### src/rtl/kernel_bias_loader.sv
// kernel_bias_loader
//   Write-side feeder for the kernel-bias BRAM bank. It takes a valid/ready
//   stream of packed bias words and writes them in order: BRAM 0 is filled
//   first, then BRAM 1, and so on. Each BRAM receives W = ceil(size/PPW) words.
//   No stream words are accepted while the bank reports reset-busy.
//   Every load ends with exactly one o_done or o_error pulse, except when it
//   is cut short by i_reset.
// Ports
//   i_clock, i_reset        clock (rising edge); asynchronous active-high reset
//   i_start                 one-cycle load request, sampled only in IDLE
//   i_kernel_bias_size      bias points per BRAM, latched at start
//   i_reset_busy            bank reset in progress; stalls loading
//   i_s_valid/i_s_data/i_s_last, o_s_ready   input word stream
//   o_wenable/o_waddress/o_bram_data         per-BRAM write port (registered)
//   o_busy, o_done, o_error                  load status (registered)
module kernel_bias_loader #(
  parameter int DATA_WIDTH                     = 32,
  parameter int KERNEL_FILTER_WIDTH            = 8,
  parameter int KERNEL_BRAM_NUM                = 4,
  parameter int KERNEL_BIAS_WIDTH              = KERNEL_FILTER_WIDTH,
  parameter int KERNEL_BIAS_BRAM_ADDRESS_WIDTH = 1,
  parameter int POINTS_PER_WORD                = 4
) (
  input  logic                                                           i_clock,
  input  logic                                                           i_reset,
  input  logic                                                           i_start,
  input  logic [KERNEL_BIAS_WIDTH-1:0]                                   i_kernel_bias_size,
  input  logic                                                           i_reset_busy,
  input  logic                                                           i_s_valid,
  input  logic [DATA_WIDTH-1:0]                                          i_s_data,
  input  logic                                                           i_s_last,
  output logic                                                           o_s_ready,
  output logic [KERNEL_BRAM_NUM-1:0]                                     o_wenable,
  output logic [KERNEL_BRAM_NUM-1:0][KERNEL_BIAS_BRAM_ADDRESS_WIDTH-1:0] o_waddress,
  output logic [KERNEL_BRAM_NUM-1:0][DATA_WIDTH-1:0]                     o_bram_data,
  output logic                                                           o_busy,
  output logic                                                           o_done,
  output logic                                                           o_error
);

  localparam int AW       = KERNEL_BIAS_BRAM_ADDRESS_WIDTH;
  localparam int WW       = KERNEL_BIAS_WIDTH + 1;  // one extra bit so the ceil add never overflows
  localparam int LOG2_PPW = $clog2(POINTS_PER_WORD);
  localparam int BIW      = (KERNEL_BRAM_NUM > 1) ? $clog2(KERNEL_BRAM_NUM) : 1;
  localparam logic [BIW-1:0] LAST_BRAM   = BIW'(KERNEL_BRAM_NUM - 1);
  localparam logic [63:0]    BRAM_DEPTH  = 64'd1 << AW;

  typedef enum logic [1:0] {
    S_IDLE     = 2'd0,
    S_CHECK    = 2'd1,
    S_WAIT_RST = 2'd2,
    S_LOAD     = 2'd3
  } state_t;

  state_t                                   state_q, state_d;
  logic [KERNEL_BIAS_WIDTH-1:0]             size_q, size_d;
  logic [BIW-1:0]                           bram_q, bram_d;
  logic [AW-1:0]                            addr_q, addr_d;
  logic                                     load_q, load_d;
  logic [KERNEL_BRAM_NUM-1:0]               wen_q, wen_d;
  logic [KERNEL_BRAM_NUM-1:0][AW-1:0]       waddr_q, waddr_d;
  logic [KERNEL_BRAM_NUM-1:0][DATA_WIDTH-1:0] wdata_q, wdata_d;
  logic                                     busy_q, busy_d;
  logic                                     done_q, done_d;
  logic                                     error_q, error_d;

  logic [WW-1:0] w_s;
  logic [63:0]   w_ext_s;
  logic          addr_end_s;
  logic          last_word_s;
  logic          accept_s;

  // Words per BRAM (ceil division) and position of the current word in the load.
  assign w_s         = WW'(({1'b0, size_q} + WW'(POINTS_PER_WORD - 1)) >> LOG2_PPW);
  assign w_ext_s     = 64'(w_s);
  assign addr_end_s  = (64'(addr_q) == (w_ext_s - 64'd1));
  assign last_word_s = (bram_q == LAST_BRAM) && addr_end_s;

  // Ready is the registered LOAD flag, gated combinationally by bank busy.
  assign o_s_ready = load_q & ~i_reset_busy;
  assign accept_s  = o_s_ready & i_s_valid;

  assign o_wenable   = wen_q;
  assign o_waddress  = waddr_q;
  assign o_bram_data = wdata_q;
  assign o_busy      = busy_q;
  assign o_done      = done_q;
  assign o_error     = error_q;

  // State register.
  always_ff @(posedge i_clock or posedge i_reset) begin
    if (i_reset) begin
      state_q <= S_IDLE;
    end else begin
      state_q <= state_d;
    end
  end

  // Next-state logic.
  always_comb begin
    state_d = state_q;
    case (state_q)
      S_IDLE: begin
        if (i_start) state_d = S_CHECK;
        else         state_d = S_IDLE;
      end
      S_CHECK: begin
        if ((w_ext_s > BRAM_DEPTH) || (w_ext_s == 64'd0)) state_d = S_IDLE;
        else                                              state_d = S_WAIT_RST;
      end
      S_WAIT_RST: begin
        if (i_reset_busy) state_d = S_WAIT_RST;
        else              state_d = S_LOAD;
      end
      S_LOAD: begin
        // Either a clean final word or a misplaced/missing last ends the load.
        if (accept_s && (i_s_last || last_word_s)) state_d = S_IDLE;
        else                                       state_d = S_LOAD;
      end
      default: state_d = S_IDLE;
    endcase
  end

  // Output and datapath logic: counters, write port, status pulses.
  always_comb begin
    size_d  = size_q;
    bram_d  = bram_q;
    addr_d  = addr_q;
    wen_d   = '0;
    waddr_d = waddr_q;
    wdata_d = wdata_q;
    done_d  = 1'b0;
    error_d = 1'b0;
    busy_d  = (state_d != S_IDLE);
    load_d  = (state_d == S_LOAD);
    case (state_q)
      S_IDLE: begin
        if (i_start) begin
          size_d = i_kernel_bias_size;
          bram_d = '0;
          addr_d = '0;
        end else begin
          size_d = size_q;
        end
      end
      S_CHECK: begin
        if (w_ext_s > BRAM_DEPTH) begin
          error_d = 1'b1;
        end else if (w_ext_s == 64'd0) begin
          done_d = 1'b1;
        end else begin
          error_d = 1'b0;
        end
      end
      S_WAIT_RST: begin
        wen_d = '0;
      end
      S_LOAD: begin
        if (accept_s) begin
          if (i_s_last != last_word_s) begin
            // Word is dropped; the load is aborted.
            error_d = 1'b1;
          end else begin
            wen_d[bram_q]   = 1'b1;
            waddr_d[bram_q] = addr_q;
            wdata_d[bram_q] = i_s_data;
            if (last_word_s) begin
              done_d = 1'b1;
            end else if (addr_end_s) begin
              addr_d = '0;
              bram_d = bram_q + BIW'(1);
            end else begin
              addr_d = addr_q + AW'(1);
            end
          end
        end else begin
          wen_d = '0;
        end
      end
      default: begin
        wen_d = '0;
      end
    endcase
  end

  // Datapath and output registers.
  always_ff @(posedge i_clock or posedge i_reset) begin
    if (i_reset) begin
      size_q  <= '0;
      bram_q  <= '0;
      addr_q  <= '0;
      load_q  <= 1'b0;
      wen_q   <= '0;
      waddr_q <= '0;
      wdata_q <= '0;
      busy_q  <= 1'b0;
      done_q  <= 1'b0;
      error_q <= 1'b0;
    end else begin
      size_q  <= size_d;
      bram_q  <= bram_d;
      addr_q  <= addr_d;
      load_q  <= load_d;
      wen_q   <= wen_d;
      waddr_q <= waddr_d;
      wdata_q <= wdata_d;
      busy_q  <= busy_d;
      done_q  <= done_d;
      error_q <= error_d;
    end
  end

endmodule

### config.mk
export PLATFORM = sky130hd
export DESIGN_NAME = kernel_bias_loader
export DESIGN_NICKNAME = d
export VERILOG_FILES = /design/src/rtl/kernel_bias_loader.sv
export SDC_FILE = /design/constraint.sdc
export NUM_CORES = 1
export LEC_CHECK = 0
export ABC_AREA = 1
export ABC_CLOCK_PERIOD_IN_PS = 7600
export CAP_MARGIN = 20
export CORE_MARGIN = 2
export CORE_UTILIZATION = 35
export CTS_CLUSTER_SIZE = 30
export DETAILED_ROUTE_END_ITERATION = 16
export GPL_TIMING_DRIVEN = 0
export HOLD_SLACK_MARGIN = 0.06
export MAX_ROUTING_LAYER = met4
export PLACE_DENSITY = 0.66
export SYNTH_ARGS = -nofsm -noshare
export SYNTH_HDL_FRONTEND = slang
export SYNTH_SLANG_ARGS = --single-unit
### constraint.sdc
create_clock -name i_clock -period 7.6 [get_ports i_clock]
set_input_delay 1.9 -clock i_clock [delete_from_list [all_inputs] [get_ports i_clock]]
set_output_delay 1.9 -clock i_clock [all_outputs]
set_load 0.1 [all_outputs]
Word-level counts from Yosys, hierarchy flattened
Cells that the tools add are included.

word-level totals
  register bits after elaboration = 153
  bits of input ports = 46
  output and inout port bits = 140
  logic and storage cells = 89

operators by class
  add/subtract/negate cells = 4
  $lt $le $gt $ge = 3
  eq/ne operators = 12
  mux-type cells = 36
  bitwise logic cells = 4
  reduce and logical (&&, ||, !) cells = 13

operator list
  kind                   count
  $bwmux W128            1
  $demux W32 S2          1
  $eq A1 B64 Y1          1
  $logic_not A64 Y1      1
  $mux W32               1
  $mux W1                16
  $mux W2                7
  $mux W4                3
  $ne A2 B2 Y1 const B   5
  $add A8 B2 Y9 const B  1
  $eq A2 B2 Y1 const B   4
  $pmux W2 S4            1
  $sub A7 B1 Y8 const B  1
  $gt A7 B2 Y1 const B   1
  $pmux W1 S2            3
  $reduce_and A6 Y1      1
  $reduce_and A5 Y1      1
  $bwmux W4              1
  $pmux W2 S2            1
  $reduce_bool A2 Y1     2
  $logic_and A1 B1 Y1    3
  $lt A2 B3 Y1 const B   1
  $reduce_and A3 Y1      1
  $add A2 B1 Y2 const B  1
  other kinds (10)       13

Depth between registers and ports, before layout
Gate-level depths: netlist of the first run.

  depth in word-level cells = 9
  mapped depth = 17
  mapped depth without buffers = 17

Least setup slack after synthesis of the first run
Ideal clock, no wire load.

  path type = input to output
  start = input port i_reset_busy
  end = output port o_s_ready
  data arrival time = 2.704 ns
  required time = 5.700 ns
  path slack = 2.996 ns
  cell stages on the path = 1
  buffers on the path = 0
  cell sequence = nor2_2

between the ends
  cells in the longest elaborated chain, start to end = 2

RTL lines
  what             line  source
  start, declared  28    input logic i_reset_busy,
  $not A1 Y1       80    assign o_s_ready = load_q & ~i_reset_busy;
  $and A1 B1 Y1    80
  end, declared    32    output logic o_s_ready,

Every way passes these cells.

Final worst setup path of the first run
Same ends and word-level chain as after synthesis.

==> metrics.txt, run 1 <==
CP bufs+invs 2; 1st-pass router iterations 7; largest family of logic cells by synthesized area simple AND/OR/NAND/NOR gates; number of antenna violations at the first check in global routing 0; clk_lat worst skew 0.43 ns; Worst Path Required 5.70 ns; largest net degree at the start of global routing 90; Yosys cell types 21; CTS tree done; CP peak stage delay 1.14 ns; most common cell after layout, fill and taps aside clkdlybuf4s50_1; crit path cell chain clkdlybuf4s50_1 > nor2_2 > clkdlybuf4s50_1; final period utilization 0.723; first-pass GRT wire length 26.4 mm; Placer Congestion 0.823; Die Y 135 um; Worst setup EP type output pin; CP delay by family, top buffers and inverters; root buf cell clkbuf_16; Fmax 182 MHz; syn avg cell area 9.73 um^2; Post-Syn Area 0.00596 mm^2; total power 2.41 mW; Site Rows 47; ANT cells 0; average wire per standard cell 15.9 um; Core Box Area 0.0166 mm^2; DIE AREA 0.0181 mm^2; status completed; Clock Tree Buf Depth 2; 1st-iter DRT viols 160; vias in the first global route 4802; via-per-instance ratio 4.61; DR DRC count 0; XOR/XNOR Fraction of Synth Area 0; post_cts resized 0; worst rel slew slack 0.286; peak supply drop 168 uV; cts hold-fix bufs 0; Sink Count 153; min-delay worst type reg2reg; simple-gate portion of the synthesized area 0.148; fraction of layout cells with a size suffix above 1 0.0759; CP max FO 2; max-cap viol count 0; Yosys reg bits 153; Die Span X 135 um; CTS Buf Count 17; slowest cell on the critical path clkdlybuf4s50_1; Setup Viol. Count Final 0; Syn Inst Count 613; Non-Filler Instances 1050; drt total wl 16.7 mm; IO Pins 186; Reg clk slew, reported paths 0.06 ns; area grow syn2layout 46.2%; fin crit period 5.50 ns; Seq/Total Area, Yosys 0.642; commonest non-fill, non-tap cells in the layout 185 x clkdlybuf4s50_1, 170 x nand2_1, 153 x dfrtp_1, 108 x o21ai_0, 59 x inv_1; mux cell area share after synthesis 0; IO buf count 185; placed cells 1019; All-Layer GR Usage 0.196; Initial Utilization 0.358; compound-gate portion of the synthesized area 0.126; Synth Area in Adders 0.0168; leak pwr 4.04 nW; final instance area 0.00872 mm^2; GRT overflow 0; Final #Nets 872; H-tree levels 4; RSZ-0062 raised after global routing false; pwr/cell area 277 mW/mm^2; Worst Path Arrival 3.60 ns; Cell Area, Placed 0.00812 mm^2; via count 4842; Fillers 1547; most frequent CP cell clkdlybuf4s50_1; synth warn 0; post-CTS setup repair buffer count 0; syn_nets 667; CP Launch Type primary input; residual antenna-violating net count after detailed routing 0; Final Hold Slack 0.480 ns; Worst-Margin Slew 1.07 ns; hpwl dp 11.7 mm; WS Path Type in2out; clk_skew 0.0149 ns; max-slew violations 0; Hold Violations, Final 0
## flip-flops by register name, indices dropped and copies added (netlist names)
register	count
o_waddress	4
o_wenable	4
o_done	1
o_bram_data	128
state_q	2
o_error	1
load_q	1
bram_q	2
size_q	8
addr_q	1
o_busy	1
## power by group
part           internal, mW  total [mW]  switching, mW
Clock                 0.525       0.859          0.333
Sequential            0.880       0.923         0.0426
Combinational         0.161       0.633          0.472
Total                  1.57        2.41          0.848
## synth_stat cells
cell,count,area share
nand2_1,170,0.11
dfrtp_1,153,0.64
o21ai_0,108,0.091
inv_1,60,0.038
o21ai_1,29,0.024
nor2_1,17,0.011
clkbuf_1,13,0.0082
a21oi_1,10,0.0084
nand2_2,10,0.010
ha_1,8,0.017
nand3_1,8,0.0067
buf_2,6,0.0050
buf_4,5,0.0063
buf_6,5,0.0094
nor2_2,3,0.0031
nand3_2,2,0.0034
o31ai_1,2,0.0025
nand2_4,1,0.0019
nand3b_1,1,0.0013
nand4_1,1,0.0010
nor3_4,1,0.0027
## logic make-up after synthesis
logic type	Yosys count
AOI/OAI and AO/OA	149
adders and majority gates	8
buffers and inverters	89
DFF	153
and+or+nand+nor	214
## worst reg2reg max path: stages (launching register included)
cell and delay (ns):
dfrtp_1 0.40, nor2_1 0.19, nand2_1 0.09, nand2_1 0.11, inv_1 0.08, ha_1 0.28
nand4_1 0.10, nor2_2 0.16, nand3_2 0.11, ha_1 0.34, nor3_4 0.36, nand2_2 0.15
buf_2 0.24, buf_2 0.23, nand2_1 0.08, o21ai_0 0.09
## per-stage QoR
| stage | util | setup slack, ns | TNS [ns] |
|---|---|---|---|
| after detailed placement | 0.488 | 2.10 | 0 |
| after global placement | 0.486 | -0.660 | -99.89 |
| after CTS | 0.524 | 2.10 | 0 |
| after floorplan | - | 1.58 | 0 |
| after global routing | 0.524 | 2.04 | 0 |
| final | 0.524 | 2.10 | 0 |
## cell type report
cell class	count	area [um^2]	share of cell area
flip-flops and latches	153	3830	0.439
repair buffers	186	1880	0.216
multi-input cells	371	1740	0.199
clock buffers	21	450	0.0517
well taps	220	275	0.0316
inverters	60	230	0.0264
plain buffers	29	173	0.0198
clock inverters	10	146	0.0168
## metal layers
| layer | global-route usage | vias to the layer above | share of wire |
|---|---|---|---|
| met3 | 0.0473 | 23 | 0.053 |
| met4 | 0.0696 | 0 | 0.020 |
| met5 | - | - | 0 |
| met1 | 0.266 | 2301 | 0.47 |
| met2 | 0.287 | 152 | 0.45 |
| li1 | - | 2366 | - |
## worst paths after layout
check	startpoint	end	slack (ns)	cells after the start
worst min-delay path	o_bram_data[104]	o_bram_data[104]	0.48	2
min in group asynchronous	i_reset	size_q[4]	1.93	2
max in group asynchronous	i_reset	o_bram_data[44]	4.83	3
worst min register to register	o_bram_data[104]	o_bram_data[104]	0.48	2
worst max register to register	size_q[0]	o_bram_data[74]	4.45	15
worst max-delay path	i_reset_busy	o_s_ready	2.10	3
Power figures use the tool's default switching activity.
==> inputs of run 2 (changes only) <==
--- a/config.mk
+++ b/config.mk
@@ -6,7 +6,7 @@
 export NUM_CORES = 1
 export LEC_CHECK = 0
 export ABC_AREA = 1
-export ABC_CLOCK_PERIOD_IN_PS = 7600
+export ABC_CLOCK_PERIOD_IN_PS = 5700
 export CAP_MARGIN = 20
 export CORE_MARGIN = 2
 export CORE_UTILIZATION = 35
==> constraint.sdc (replaced) <==
create_clock -name i_clock -period 5.7 [get_ports i_clock]
set_input_delay 1.425 -clock i_clock [delete_from_list [all_inputs] [get_ports i_clock]]
set_output_delay 1.425 -clock i_clock [all_outputs]
set_load 0.1 [all_outputs]
==> results of run 2 <==
Same layout as run 1 (identical final DEF). Status: completed.
Among the figures that moved: setup slack after placement 2.10 ns -> 1.15 ns; setup slack after layout 2.10 ns -> 1.15 ns; register-to-register setup slack 4.45 ns -> 2.55 ns; total power 2.41 mW -> 3.22 mW; worst IR drop on VDD 168 uV -> 223 uV
